<file path="src/rtl/shared_pkg.sv">
// Shared definitions for the FIFO drain block: the default data width, the drain
// FSM state encoding and the read-credit helper.
package shared_pkg;

  localparam int unsigned DEFAULT_FIFO_WIDTH = 16;

  typedef enum logic [1:0] {
    IDLE  = 2'd0,
    RUN   = 2'd1,
    FLUSH = 2'd2
  } drain_state_e;

  // A new read may issue only if it will find a free slot when it lands one cycle later.
  // A word popped this cycle already frees its slot, so it is subtracted here.
  function automatic logic read_ok(input logic in_flight, input logic [1:0] count,
                                   input logic pop);
    logic [2:0] occ;
    occ = {2'b00, in_flight} + {1'b0, count} - {2'b00, pop};
    return occ < 3'd2;
  endfunction

endpackage

</file>
<file path="src/rtl/drain_skid_buf.sv">
// Two-entry in-order skid buffer. The head entry drives the stream output and only
// changes when it is popped or when the buffer is empty, so data stays stable while
// valid is waiting on ready.
module drain_skid_buf
  import shared_pkg::*;
#(
  parameter int unsigned WIDTH = DEFAULT_FIFO_WIDTH
) (
  input  logic             clk,
  input  logic             rst_n,
  input  logic             push,
  input  logic [WIDTH-1:0] push_data,
  input  logic             ready,
  output logic [WIDTH-1:0] data,
  output logic             valid,
  output logic [1:0]       count,
  output logic             pop
);

  logic [WIDTH-1:0] head_q, head_d;
  logic [WIDTH-1:0] tail_q, tail_d;
  logic [1:0]       count_q, count_d;

  // Next-state for the two entries; push and pop in the same cycle both take effect.
  always_comb begin
    pop     = ready && (count_q != 2'd0);
    head_d  = head_q;
    tail_d  = tail_q;
    count_d = count_q;
    case ({push, pop})
      2'b10: begin
        if (count_q == 2'd0) head_d = push_data;
        else                 tail_d = push_data;
        count_d = count_q + 2'd1;
      end
      2'b01: begin
        head_d  = tail_q;
        count_d = count_q - 2'd1;
      end
      2'b11: begin
        if (count_q == 2'd1) begin
          head_d = push_data;
        end else begin
          head_d = tail_q;
          tail_d = push_data;
        end
      end
      default: ;
    endcase
  end

  // Buffer storage and occupancy.
  always_ff @(posedge clk or negedge rst_n) begin
    if (!rst_n) begin
      head_q  <= '0;
      tail_q  <= '0;
      count_q <= 2'd0;
    end else begin
      head_q  <= head_d;
      tail_q  <= tail_d;
      count_q <= count_d;
    end
  end

  assign data  = head_q;
  assign valid = (count_q != 2'd0);
  assign count = count_q;

endmodule

</file>
<file path="src/rtl/fifo_drain.sv">
// Drains a FIFO with a one-cycle read latency into a valid/ready stream.
// Optional statistics (transfer counter, sticky underflow flag) are built when
// FIFO_DRAIN_STATS_EN is defined.
module fifo_drain
  import shared_pkg::*;
#(
  parameter int unsigned FIFO_WIDTH = DEFAULT_FIFO_WIDTH
) (
  input  logic                  clk,
  input  logic                  rst_n,
  input  logic                  en,
  input  logic                  empty,
  input  logic [FIFO_WIDTH-1:0] data_out,
  output logic                  rd_en,
  output logic [FIFO_WIDTH-1:0] m_data,
  output logic                  m_valid,
  input  logic                  m_ready,
  output logic                  busy
`ifdef FIFO_DRAIN_STATS_EN
  ,
  output logic [15:0]           rd_count,
  output logic                  underflow_err
`endif
);

  drain_state_e state_q, state_d;
  logic         in_flight_q;
  logic [1:0]   buf_count;
  logic         buf_pop;

  drain_skid_buf #(
    .WIDTH(FIFO_WIDTH)
  ) u_skid (
    .clk      (clk),
    .rst_n    (rst_n),
    .push     (in_flight_q),
    .push_data(data_out),
    .ready    (m_ready),
    .data     (m_data),
    .valid    (m_valid),
    .count    (buf_count),
    .pop      (buf_pop)
  );

  // Read strobe: only while running and enabled, never into an empty FIFO, and only
  // when a buffer slot is guaranteed for the returning word.
  always_comb begin
    rd_en = (state_q == RUN) && en && !empty && read_ok(in_flight_q, buf_count, buf_pop);
  end

  // Drain FSM next state; re-enabling during FLUSH resumes reads immediately.
  always_comb begin
    state_d = state_q;
    case (state_q)
      IDLE:    if (en) state_d = RUN;
      RUN:     if (!en) state_d = FLUSH;
      FLUSH: begin
        if (en)                                         state_d = RUN;
        else if (!in_flight_q && (buf_count == 2'd0))   state_d = IDLE;
      end
      default: state_d = IDLE;
    endcase
  end

  // State register and the one-deep read-in-flight tracker.
  always_ff @(posedge clk or negedge rst_n) begin
    if (!rst_n) begin
      state_q     <= IDLE;
      in_flight_q <= 1'b0;
    end else begin
      state_q     <= state_d;
      in_flight_q <= rd_en;
    end
  end

  assign busy = (state_q != IDLE);

`ifdef FIFO_DRAIN_STATS_EN
  // Stream transfer counter (wraps) and sticky read-while-empty flag.
  always_ff @(posedge clk or negedge rst_n) begin
    if (!rst_n) begin
      rd_count      <= 16'd0;
      underflow_err <= 1'b0;
    end else begin
      if (buf_pop)         rd_count      <= rd_count + 16'd1;
      if (rd_en && empty)  underflow_err <= 1'b1;
    end
  end
`endif

endmodule
</file>
<file path="config.mk">
export PLATFORM = sky130hd
export DESIGN_NAME = fifo_drain
export DESIGN_NICKNAME = d
export VERILOG_FILES = /design/src/rtl/shared_pkg.sv /design/src/rtl/drain_skid_buf.sv /design/src/rtl/fifo_drain.sv
export SDC_FILE = /design/constraint.sdc
export NUM_CORES = 1
export LEC_CHECK = 0
export ABC_CLOCK_PERIOD_IN_PS = 1950
export BUFFER_PORTS_ARGS = -buffer_cell sky130_fd_sc_hd__buf_2
export CAP_MARGIN = 20
export CELL_PAD_IN_SITES_DETAIL_PLACEMENT = 0
export CELL_PAD_IN_SITES_GLOBAL_PLACEMENT = 2
export CORE_MARGIN = 5
export CORE_UTILIZATION = 30
export DETAILED_ROUTE_END_ITERATION = 8
export GPL_ROUTABILITY_DRIVEN = 0
export GPL_TIMING_DRIVEN = 0
export PLACE_DENSITY_LB_ADDON = 0.1
export SETUP_SLACK_MARGIN = 0.2
export SYNTH_ARGS = -nofsm -noshare
export SYNTH_HDL_FRONTEND = slang
export SYNTH_SLANG_ARGS = --single-unit
</file>
<file path="constraint.sdc">
create_clock -name clk -period 1.95 [get_ports clk]
set_input_delay 0.0975 -clock clk [delete_from_list [all_inputs] [get_ports clk]]
set_output_delay 0.0975 -clock clk [all_outputs]
set_load 0.02 [all_outputs]
</file>
# Word level (Yosys, flattened, before mapping)
# Cells that the tools add are included.
[word_totals]
ff_bits = 37
input_bits = 21
output_inout_bits = 19
wordCells = 51
[op_classes]
add_sub_neg = 4
magnitude_cmp = 1
n_eq_ne = 12
muxes = 12
reduce_logical = 17
[ops]
columns = ["operator", "count"]
rows = [
  ["$mux 16", 4],
  ["$pmux 16 s3", 1],
  ["$pmux 16 s2", 1],
  ["$ne 2x2->1 const B", 5],
  ["$mux 2", 4],
  ["$reduce_bool 2->1", 4],
  ["$eq 2x1->1 const B", 3],
  ["$eq 2x2->1 const B", 3],
  ["$pmux 2 s3", 1],
  ["$reduce_and 3->1", 2],
  ["$logic_and 1x1->1", 5],
  ["$logic_not 2->1", 2],
  ["$pmux 2 s2", 1],
  ["$add 1x2->3", 1],
  ["$lt 3x2->1 const B", 1],
  ["$ne 3x3->1 const B", 1],
  ["$reduce_bool 3->1", 1],
  ["$sub 3x1->3", 1],
  ["$add 2x1->2 const B", 1],
  ["$logic_not 1->1", 2],
  ["$reduce_and 2->1", 1],
  ["$sub 2x1->2 const B", 1],
]

# Depth between registers and ports, before layout
[depth]
word_depth = 5
ltp_mapped = 8
depth_no_buf = 8

# Cells and area by module
# A second synthesis with hierarchy kept.
[hier_totals]
hier_cells = 136
hier_area_um2 = 1783.0
[by_module_without_submodules]
columns = ["module", "instances", "cells_per_inst", "area_each_um2", "seq_area_each_um2"]
rows = [
  ["drain_skid_buf", 1, 119, 1589.0, 850.8],
  ["fifo_drain", 1, 17, 193.9, 75.1],
]

# Least setup slack after synthesis
# Ideal clock, no wire load.
[synth_path]
path_type = "flip-flop to flip-flop"
from = "register u_skid.count_q[1], in the netlist u_skid.count[1]"
to = "register in_flight_q"
setup_ns = 0.185
t_arrival_ns = 2.308
required_time_ns = 1.765
slack_ns = -0.543
stages_incl_launch_ff = 9
n_path_buf = 1
synth_period_minus_slack_ns = 2.493
path_cell_list = "dfrtp_1 inv_1 ha_1 nand2b_1 clkbuf_1 nor2_1 fa_1 xor2_1 nor3_1"
[synth_via]
elab_chain_cells = 5
word_cells_on_any_way = 6
cone_classes = "2 x add/sub; 1 x order compare; 3 x reduce/logical"
[synth_rtl]
columns = ["item", "line_no", "text"]
rows = [
  ["start, declared", "drain_skid_buf.sv:22", "logic [1:0] count_q, count_d;"],
  ["start signal, assigned", "drain_skid_buf.sv:61", "count_q <= count_d;"],
  ["branches (longest 2 deep; another with $add 1x2->3)", "-", ""],
  ["$sub 3x1->3 (*)", "shared_pkg.sv:18", "occ = {2'b00, in_flight} + {1'b0, count} - {2'b00, pop};"],
  ["$lt 3x2->1 (*)", "shared_pkg.sv:19", "return occ < 3'd2;"],
  ["$logic_and 1x1->1 (*)", "fifo_drain.sv:48", "rd_en = (state_q == RUN) && en && !empty && read_ok(in_flight_q, buf_count, buf_pop);"],
  ["named net rd_en", "fifo_drain.sv:14", "output logic rd_en,"],
  ["end signal, assigned", "fifo_drain.sv:72", "in_flight_q <= rd_en;"],
  ["end, declared", "fifo_drain.sv:27", "logic in_flight_q;"],
]
# Mark *: on every way through the listed nets, which the timed path passes.
# A chain may end at the register's enable or synchronous reset.

# Final worst setup path
[layout_path]
from = "register u_skid.count_q[0], in the netlist u_skid.count[0]"
to = "output port rd_en"
[layout_via]
elab_chain_cells = 5
word_cells_on_any_way = 6
cone_classes = "2 x add/sub; 1 x order compare; 3 x reduce/logical"
[layout_rtl]
columns = ["item", "line_no"]
rows = [
  ["branches (longest 2 deep; another with $add 1x2->3)", "-"],
  ["$sub 3x1->3 (*)", "shared_pkg.sv:18"],
  ["$lt 3x2->1 (*)", "shared_pkg.sv:19"],
  ["$logic_and 1x1->1 (*)", "fifo_drain.sv:48"],
  ["end, declared", "fifo_drain.sv:14"],
]
# Mark *: on every way between the ends.

==> parameters.txt <==
Parameter                              Value

Outcome
  Result of the run ... finished, violations left
  Violations in the final reports ... setup timing

Route
  Number of nets with antenna violations after detailed routing ... 0
  Vias per inst ... roughly 5
  Via count ... around 1400
  Violation count after the first detailed-routing iteration ... 48
  Detailed Route WL ... around 4700 um
  DR WL/cell ... roughly 16 um
  Number of detailed-routing iterations run before antenna repair ... 4
  Final routed DRC violation total ... 0

STA
  Slack of the critical path ... -0.441 ns
  Number of pins with negative max-slew slack in the final report ... 0
  Final setup vio count ... 2
  Minimum period implied by the final worst setup slack ... roughly 2.4 ns
  Crit share post-route ... 123%
  Peak clock frequency supported by timing ... roughly 420 MHz
  Clock skew ... ~0.0085 ns
  Hold Worst Slack ... approximately 0.047 ns
  Final hold viol count ... 0
  RSZ-0062 raised after global routing ... true
  Slew at the pin closest to its max-slew limit ... approximately 0.86 ns
  Worst-case headroom to the max-slew limit ... 43.0%

Floorplanning
  Top-level I/O count ... 40
  Die height ... slightly below 90 um
  Placement Rows ... 28
  Die Footprint ... about 7600 um2
  Initial core utilization ... 30.6%
  Core region area ... 5850 um2
  Width of the die ... between 80 and 90 um

Final layout
  Relative area change from synthesis to final layout ... 33.2%
  Share of final-layout standard cells stronger than drive strength 1 ... 44.1%
  Utilization of the core after routing ... 40.7%
  Number of inserted diodes ... 0
  Highest-count cells in the layout ignoring fill and taps ... sky130_fd_sc_hd__buf_2, sky130_fd_sc_hd__dfrtp_1, sky130_fd_sc_hd__nor2_1, sky130_fd_sc_hd__nand3_1, sky130_fd_sc_hd__o21ai_0
  Most frequent standard cell in the layout excluding fill and tap cells ... sky130_fd_sc_hd__buf_2
  Number of standard cells in the layout, taps in and fillers out ... 297
  Net total in the final layout ... between 200 and 250
  Post-layout instance area ... between 2000 and 2500 um2

Yosys
  #FFs+latches synth ... 37
  Portion of the post-synthesis area used by sequential elements ... just over 50%
  Number of nets in the synthesized netlist ... about 190
  Number of flops mapped to enable cells by yosys ... 0
  Netlist cell types ... 32
  Avg Synthesized Cell Area ... 11.0 um2
  Flip-flop cell with the highest count after synthesis ... sky130_fd_sc_hd__dfrtp_1
  Synth warnings ... 0
  Cell area after synthesis ... 1790 um2
  Fraction of registers with async set or reset after synthesis ... 100%
  Cell count after synthesis ... 162

Power and ir drop
  Fraction of power spent switching nets ... around two fifths
  Internal ... between 2 and 2.5 mW
  Overall power of the completed layout ... about 3.6 mW
  Pwr/cell area ... approximately 1500 nW/um2
  Maximum ir drop on the vdd rail ... between 0.0004 and 0.0005 V
  Pleak ... between 1 and 1.5 nW
  Sequential Power Share ... 36.6%
  Clock power share ... between 10% and 20%
  P_sw ... between 1 and 1.5 mW
  Combinational power share ... just under 50%

Global route
  First-pass GRT wire length ... around 7400 um
  Number of global-route vias before repair ... around 1500
  Sum of overflow across all layers after global routing ... 0
  Largest net degree at the start of global routing ... 38
  Number of antenna violations at the first check in global routing ... 0
  Global router's overall resource usage ... 13.1%

CTS
  Clock sink count ... 37
  Clock Latency Late Sink ... approximately 0.29 ns
  Clock-pin slew on the worst setup and hold paths ... 0.07 ns
  Cell chosen for the clock root ... sky130_fd_sc_hd__clkbuf_8
  Clock tree from TritonCTS ... yes
  CTS H-Tree Depth ... 2
  Max clock buf depth ... 2
  Number of buffers added by the clock tree synthesis step ... 5

Setup path
  Highest-delay cell along the critical path ... sky130_fd_sc_hd__fa_1
  Slack of the worst reg-to-reg path ... -0.26 ns
  Type of the setup path with the least slack ... flip-flop to output port
  Maximum single-stage delay on the critical path ... approximately 0.4 ns
  Critical path buffers and inverters ... 2
  Startpoint type of the worst setup path ... flip-flop
  Critical path data arrival time ... between 2 and 2.5 ns
  Number of cell instances on the worst register-to-register path ... 11
  Kind of capture point of the worst setup path ... output port
  Required time of the critical path ... between 1.5 and 2 ns
  RR Startpoint ... u_skid.count[0]$_DFFE_PN0P_
  Maximum net fanout on the critical path ... 3
  Cell breakdown of the critical path ... inv_4 > ha_4 > or2b_1 > xnor2_1 > nand2_1 > fa_1 > xor2_2 > nor3_4 > buf_6
  Kind of cell adding the most delay to the critical path ... adder cells
  FF-to-FF End ... in_flight_q$_DFF_PN0_

Placement
  Cell area reported after detailed placement ... ~2100 um2
  Number of placed instances, taps included ... 276
  Half-perimeter wire length after placement ... 3180 um
  Count of buffers inserted at the top-level ports ... 39

Worst hold path
  Hold Path End ... u_skid.tail_q[8]$_DFFE_PN0P_
  Worst hold path startpoint ... data_out[8]
  Hold Path Depth ... 2
  Min-Delay Path Class ... input pin to flip-flop

Job
  Max-cap violation count ... 0
## sequential cells by signal, indices dropped and copies added (netlist names)
name and flops:
u_skid.data 16, u_skid.tail_q 16, state_q 2, u_skid.count 2, in_flight_q 1
## synthesized netlist by cell type, types with 3 or more instances
master                     count  share of area (%)
sky130_fd_sc_hd__nand3_1      17                4.8
sky130_fd_sc_hd__mux2_2        7                4.4
sky130_fd_sc_hd__clkbuf_1      3               0.63
sky130_fd_sc_hd__nor2_1       17                3.6
sky130_fd_sc_hd__dfrtp_1      37                 52
sky130_fd_sc_hd__nand2_1       3               0.63
sky130_fd_sc_hd__inv_1         4               0.84
sky130_fd_sc_hd__buf_2         4                1.1
sky130_fd_sc_hd__a31oi_1      16                5.6
sky130_fd_sc_hd__o21ai_0      17                4.8
sky130_fd_sc_hd__ha_1          3                2.1
sky130_fd_sc_hd__mux2_4       10                8.4
## cells by family (layout without fill, tap and decap cells)
group / count (synthesis) / in the layout / share of synthesized area, %
buf+inv: 15 / 75 / 5.17
simple gates: 48 / 48 / 13.1
mux: 18 / 18 / 13.4
flops: 37 / 37 / 51.7
compound gates: 37 / 37 / 12.0
xor+xnor: 3 / 3 / 1.47
fa+ha+maj: 4 / 4 / 3.22
## metrics by stage
stage          setup slack, ns  setup TNS, ns
2_1_floorplan           -0.145         -0.266
3_3_place_gp            -0.348         -0.495
3_5_place_dp            -0.390         -0.580
4_1_cts                 -0.447         -0.653
5_1_grt                 -0.520         -0.850
6_report                -0.441         -0.699
## routing by layer
layer / vias up / track usage (%) / wire (um)
met5: - / 0 / 0
met4: 0 / 4.32 / 59
met3: 5 / 4.45 / 313
li1: 688 / - / -
met1: 714 / 16.2 / 2040
met2: 38 / 21.5 / 2340
## power by group through the flow
stage | Combinational [mW] | Clock, mW | Sequential, mW
6_report | 1.77 | 0.519 | 1.32
5_1_grt | 1.94 | 0.565 | 1.38
4_1_cts | 1.67 | 0.537 | 1.32
3_5_place_dp | 1.55 | 0 | 1.36
3_3_place_gp | 1.52 | 0 | 1.34
2_1_floorplan | 0.893 | 0 | 1.53
## worst max path at each step
stage,startpoint,endpoint,slack (ns),cells after the start
after floorplan,u_skid.count[0]$_DFFE_PN0P_,in_flight_q$_DFF_PN0_,-0.15,8
after global placement,u_skid.count[0]$_DFFE_PN0P_,rd_en,-0.35,9
after detailed placement,u_skid.count[0]$_DFFE_PN0P_,rd_en,-0.39,9
after CTS,u_skid.count[1]$_DFFE_PN0P_,rd_en,-0.45,9
after global routing,u_skid.count[0]$_DFFE_PN0P_,rd_en,-0.52,9
final,u_skid.count[0]$_DFFE_PN0P_,rd_en,-0.44,9
## layout make-up
| cell class | instances | area [um2] |
|---|---|---|
| fillers | 566 | 3470 |
| flip-flops and latches | 37 | 928 |
| multi-input cells | 110 | 837 |
| repair buffers | 52 | 329 |
| well taps | 75 | 93.8 |
| plain buffers | 11 | 92.6 |
| clock buffers | 6 | 72.6 |
| inverters | 4 | 20.0 |
| clock inverters | 2 | 10.0 |
## repair_timing
action                     4_1_cts  5_1_grt
pin swaps                        4        0
hold buffers                     2        0
cloned                           0        1
gates resized for setup          6       12
setup buffers                    6        4
setup endpoints to repair       12       22
hold endpoints to repair        38        0
Power figures use the tool's default switching activity.
